**src/rtl/adc128s022_responder_pkg.sv**
```systemverilog
// rtl/adc128s022_responder_pkg.sv - frame constants and types shared by the responder and its controller
package adc128s022_responder_pkg;

  localparam int FRAME_BITS      = 16;
  localparam int LEAD_ZEROS      = 4;
  localparam int ADDR_FIRST_EDGE = 3;
  localparam int ADDR_W          = 3;

  typedef logic [ADDR_W-1:0] addr_t;
  typedef logic [4:0]        cnt_t;

endpackage

```
**src/rtl/adc128s022_responder_sync_edge_detect.sv**
```systemverilog
// rtl/adc128s022_responder_sync_edge_detect.sv - multi-flop synchronizer with registered edge detect
module sync_edge_detect #(
  parameter int   SYNC_STAGES = 2,
  parameter logic RESET_VAL   = 1'b0
) (
  input  logic clk,
  input  logic rst,
  input  logic d,
  output logic level,
  output logic rise,
  output logic fall
);

  logic [SYNC_STAGES-1:0] sync_q;
  logic                   prev_q;

  always_ff @(posedge clk) begin
    if (rst) begin
      sync_q <= {SYNC_STAGES{RESET_VAL}};
      prev_q <= RESET_VAL;
    end else begin
      sync_q <= {sync_q[SYNC_STAGES-2:0], d};
      prev_q <= sync_q[SYNC_STAGES-1];
    end
  end

  assign level = sync_q[SYNC_STAGES-1];
  assign rise  = level & ~prev_q;
  assign fall  = ~level & prev_q;

endmodule

```
**src/rtl/adc128s022_responder.sv**
```systemverilog
// rtl/adc128s022_responder.sv - ADC128S022 serial responder returning values from a parallel channel bus
module adc128s022_responder
  import adc128s022_responder_pkg::*;
#(
  parameter int NUM_CH      = 8,
  parameter int DATA_W      = 12,
  parameter int SYNC_STAGES = 2
) (
  input  logic                     clk_50,
  input  logic                     rst,
  input  logic                     adc_cs_n,
  input  logic                     adc_sck,
  input  logic                     din,
  input  logic [NUM_CH*DATA_W-1:0] ch_data,
  output logic                     dout,
  output logic                     dout_oe,
  output logic                     frame_done,
  output logic                     frame_err,
  output logic [ADDR_W-1:0]        cur_addr
);

  localparam cnt_t CNT_LAST    = cnt_t'(FRAME_BITS);
  localparam cnt_t CNT_ADDR_LO = cnt_t'(ADDR_FIRST_EDGE);
  localparam cnt_t CNT_ADDR_HI = cnt_t'(ADDR_FIRST_EDGE + ADDR_W - 1);

  logic cs_level, cs_rise, cs_fall;
  logic sck_level, sck_rise, sck_fall;
  logic din_level, din_rise, din_fall;
  logic unused_edges;

  logic [DATA_W-1:0]      ch_arr [NUM_CH];
  logic [FRAME_BITS-1:0]  sreg;
  logic [FRAME_BITS-1:0]  load_word;
  cnt_t                   bit_cnt;
  cnt_t                   cnt_inc;
  addr_t                  next_addr;
  logic [SYNC_STAGES-1:0] settle;
  logic                   armed;

  sync_edge_detect #(.SYNC_STAGES(SYNC_STAGES), .RESET_VAL(1'b1)) u_cs (
    .clk(clk_50), .rst(rst), .d(adc_cs_n), .level(cs_level), .rise(cs_rise), .fall(cs_fall));
  sync_edge_detect #(.SYNC_STAGES(SYNC_STAGES), .RESET_VAL(1'b0)) u_sck (
    .clk(clk_50), .rst(rst), .d(adc_sck), .level(sck_level), .rise(sck_rise), .fall(sck_fall));
  sync_edge_detect #(.SYNC_STAGES(SYNC_STAGES), .RESET_VAL(1'b0)) u_din (
    .clk(clk_50), .rst(rst), .d(din), .level(din_level), .rise(din_rise), .fall(din_fall));

  assign unused_edges = &{1'b0, sck_level, din_rise, din_fall};

  for (genvar k = 0; k < NUM_CH; k++) begin : g_ch
    assign ch_arr[k] = ch_data[k*DATA_W +: DATA_W];
  end

  assign load_word = FRAME_BITS'({{LEAD_ZEROS{1'b0}}, ch_arr[cur_addr]});
  assign cnt_inc   = bit_cnt + 5'd1;
  assign dout      = sreg[FRAME_BITS-1];

  always_ff @(posedge clk_50) begin
    if (rst) begin
      bit_cnt    <= '0;
      sreg       <= '0;
      next_addr  <= '0;
      cur_addr   <= '0;
      dout_oe    <= 1'b0;
      frame_done <= 1'b0;
      frame_err  <= 1'b0;
      settle     <= '0;
      armed      <= 1'b0;
    end else begin
      frame_done <= 1'b0;
      frame_err  <= 1'b0;
      settle     <= {settle[SYNC_STAGES-2:0], 1'b1};
      // A frame may only start once CS has been seen high through a settled synchronizer,
      // so CS already low when reset is released does not open a frame.
      if (settle[SYNC_STAGES-1] && cs_level) armed <= 1'b1;

      if (cs_fall && armed) begin
        bit_cnt   <= '0;
        dout_oe   <= 1'b1;
        sreg      <= load_word;
        next_addr <= '0;
      end else if (cs_rise) begin
        if (dout_oe && bit_cnt != '0 && bit_cnt != CNT_LAST) frame_err <= 1'b1;
        dout_oe   <= 1'b0;
        sreg      <= '0;
        next_addr <= '0;
      end else if (dout_oe && !cs_level) begin
        if (sck_rise && bit_cnt != CNT_LAST) begin
          bit_cnt <= cnt_inc;
          if (cnt_inc >= CNT_ADDR_LO && cnt_inc <= CNT_ADDR_HI)
            next_addr <= {next_addr[ADDR_W-2:0], din_level};
          if (cnt_inc == CNT_LAST) begin
            frame_done <= 1'b1;
            cur_addr   <= next_addr;
          end
        end else if (sck_fall) begin
          // The falling edge after the last rising edge starts the next back-to-back frame.
          if (bit_cnt == CNT_LAST) begin
            sreg      <= load_word;
            bit_cnt   <= '0;
            next_addr <= '0;
          end else if (bit_cnt != '0) begin
            sreg <= {sreg[FRAME_BITS-2:0], 1'b0};
          end
        end
      end
    end
  end

endmodule

```
**config.mk**
```make
export PLATFORM = sky130hd
export DESIGN_NAME = adc128s022_responder
export DESIGN_NICKNAME = d
export VERILOG_FILES = /design/src/rtl/adc128s022_responder_pkg.sv /design/src/rtl/adc128s022_responder_sync_edge_detect.sv /design/src/rtl/adc128s022_responder.sv
export SDC_FILE = /design/constraint.sdc
export NUM_CORES = 1
export LEC_CHECK = 0
export ABC_AREA = 1
export CAP_MARGIN = 20
export CORE_MARGIN = 10
export CORE_UTILIZATION = 44
export CTS_CLUSTER_DIAMETER = 150
export DETAILED_ROUTE_END_ITERATION = 8
export GPL_ROUTABILITY_DRIVEN = 1
export PLACE_DENSITY = 0.81
export SYNTH_ARGS = -nofsm -noshare
export SYNTH_HDL_FRONTEND = slang
export SYNTH_SLANG_ARGS = --single-unit
```
**constraint.sdc**
```tcl
create_clock -name clk_50 -period 2 [get_ports clk_50]
set_input_delay 0.4 -clock clk_50 [delete_from_list [all_inputs] [get_ports clk_50]]
set_output_delay 0.4 -clock clk_50 [all_outputs]
set_load 0.1 [all_outputs]
```
==> out/qor.yml <==
critical_path:
  required_ns: 2.19
  critPathCaptureType: "flop"
  cp_max_fo: 18
  crit_type: "reg -> reg"
  cp.arrival_ns: 1.97
  crit_path_start_kind: "flop"
route:
  wl_per_cell_microns: 16.0
  wl_microns: 9550
  routed-via-count: 3151
  vias_per_cell: 5.28
  drt-initial-drc-count: 232
  ant_nets: 0
  drc: 0
  firstDrtPassIters: 5
yosys:
  synth_edf_count: 0
  seq_area_frac_synth_pct: 30.5
  synthFlopType: "dfxtp_1"
  synth_fa_ha_area_share_pct: 1.39
  synth_warnings: 0
  ys_ff_latch: 41
  synth-simple-area-share_pct: 33.6
  ys_types: 30
  synthMuxAreaShare_pct: 0
  synth_top_family_by_area: "simple AND/OR/NAND/NOR gates"
  synth_xor_area_share_pct: 0
  syn-cell-area_sq_mm: 0.00270
  syn_nets: 527
  synth-compound-area-share_pct: 24.1
  post_synth.cell_area_avg_sq_um: 6.37
  synth_cells: 423
  async_flop_share_pct: 0
sta:
  clock_skew_ns: 0.00515
  period_needed_ns: 1.78
  setup_violations: 0
  drv_slew: 0
  worst_pin_slew_ns: 0.462
  rsz0062_at_grt: "false"
  finalCritPeriodShare_pct: 88.9
  max_slew_margin_pct: 69.2
  whs_ns: 0.404
  fmax_mhz: 563
  tns_ns: 0
  hold_violations: 0
die:
  ios: 108
  fp.dieH_microns: 98.3
  start_util_pct: 45.5
  core-area_sq_mm: 0.00592
  die_w_microns: 98.3
  fp-row-count: 28
  dieArea_sq_mm: 0.00966
cells_and_area:
  drive_gt1_share_pct: 8.83
  area_growth_pct: 46.4
  nNetsFinal: 624
  fillCellCount: 523
placement:
  hpwlAfterDp_microns: 7220
  numPortBuffers: 107
  gp_congestion: 0.892
power:
  vdd_ir_drop_max_mv: 0.604
  cellLeakagePower_nw: 1.60
  p_per_area_mw_per_mm2: 471
cts:
  clock-sinks: 41
  clockBufferDepth: 2
  clk_latency_ns: 0.29
  path_clk_slew_ns: 0.08
  clockRootBuffer: "clkbuf_8"
  tritoncts: "built"
  post_cts_buffers: 0
  ctsHoldBuffers: 0
  cts_buffers: 5
  cts_resized: 0
  htreeDepth: 2
global_routing:
  antenna_found_initial: 1
  first_global_vias: 2808
  grt_usage_pct: 18.6
  grt_max_degree: 51
  grt-ovfl-total: 0
  grt_pass1_wl_microns: 15100
flow_run:
  drv_cap: 0
status:
  status: "finished, final reports clean"
hold_path:
  hp-class: "reg -> reg"
flip-flops by register name, indices dropped and copies added (netlist names):
register,flops
u_cs.sync_q,2
settle,2
u_sck.prev_q,1
sreg,16
frame_err,1
armed,1
bit_cnt,5
cur_addr,3
u_din.sync_q,2
u_cs.prev_q,1
next_addr,3
frame_done,1
dout_oe,1
u_sck.sync_q,2
cells in the mapped netlist (3+ instances only):
library cell,instances,share of area (%)
a21oi_1,25,4.6
buf_2,10,1.9
buf_6,3,1.3
clkbuf_1,7,0.98
dfxtp_1,41,30
ha_1,3,1.4
inv_1,33,4.6
inv_2,4,0.56
nand2_1,44,6.1
nand2_2,4,0.93
nand2_4,3,1.3
nand3_1,34,6.3
nand4_1,4,0.93
nor2_1,98,14
nor2_2,3,0.70
o211ai_1,24,6.7
o21ai_0,59,11
o21ai_1,5,0.93
metrics by stage:
| step | total power [mW] | cells | utilization (%) | cell area [sq um] | worst slack (ns) |
|---|---|---|---|---|---|
| after detailed placement | 1.18 | 588 | 64.6 | 3820 | 0.235 |
| after CTS | 1.87 | 596 | 66.6 | 3940 | 0.226 |
| after floorplan | 0.963 | 423 | - | 2700 | 0.00898 |
| after global placement | 1.17 | 588 | 64.6 | 3820 | 0.332 |
| final | 1.86 | 597 | 66.7 | 3950 | 0.222 |
| after global routing | 1.94 | 597 | 66.7 | 3950 | 0.0688 |
final timing paths:
check | from | end | slack, ns | cells after the start
setup / recovery | bit_cnt[0] | next_addr[2] | 0.22 | 8
hold / removal | u_din.sync_q[0] | u_din.sync_q[1] | 0.40 | 2
setup reg to reg | bit_cnt[0] | next_addr[2] | 0.22 | 8
hold reg to reg | u_din.sync_q[0] | u_din.sync_q[1] | 0.40 | 2
placed cells by master, fill, tap and decap left out, types with 6 or more instances in the layout:
cell and n:
buf_4 9, clkbuf_8 6, dfxtp_1 41, o211ai_1 24
nor2_1 98, a21oi_1 25, inv_1 33, o21ai_0 59
clkdlybuf4s50_1 100, nand3_1 34, nand2_1 44
power breakdown:
group          total, mW  switching, mW  internal (mW)  leakage (nW)
combinational      0.313          0.101          0.212          1.21
sequential         0.848         0.0100          0.838         0.334
clock              0.700          0.294          0.406        0.0574
total               1.86          0.405           1.46          1.60
metal layers:
layer / GRT usage (%) / wire length [microns] / up-vias
met5: 0 / 0 / -
met4: 3.20 / 76 / 0
met3: 2.82 / 413 / 4
met2: 31.9 / 4750 / 101
met1: 24.3 / 4320 / 1452
li1: - / - / 1594
critical path: stages (launching register included):
cell	delay [ns]
dfxtp_1	0.41
inv_1	0.12
ha_1	0.28
nand3_4	0.24
nand2_1	0.11
inv_2	0.12
nand2_1	0.15
a21oi_1	0.19
nor2_1	0.06
cells by family after synthesis:
logic type | count (synthesis)
compound gates | 116
fa+ha+maj | 3
buf+inv | 63
flops | 41
simple gates | 200
layout make-up:
type	count	area (sq um)	share of cell area [%]
clock inverter	2	37.5	0.951
clock buffer	6	82.6	2.09
inverter	39	146	3.71
multi-input combinational	319	1590	40.4
sequential	41	821	20.8
tap	75	93.8	2.38
antenna	1	2.50	0.0634
timing repair buffer	114	1170	29.6
Note: power is estimated with default switching activity, not from simulation.
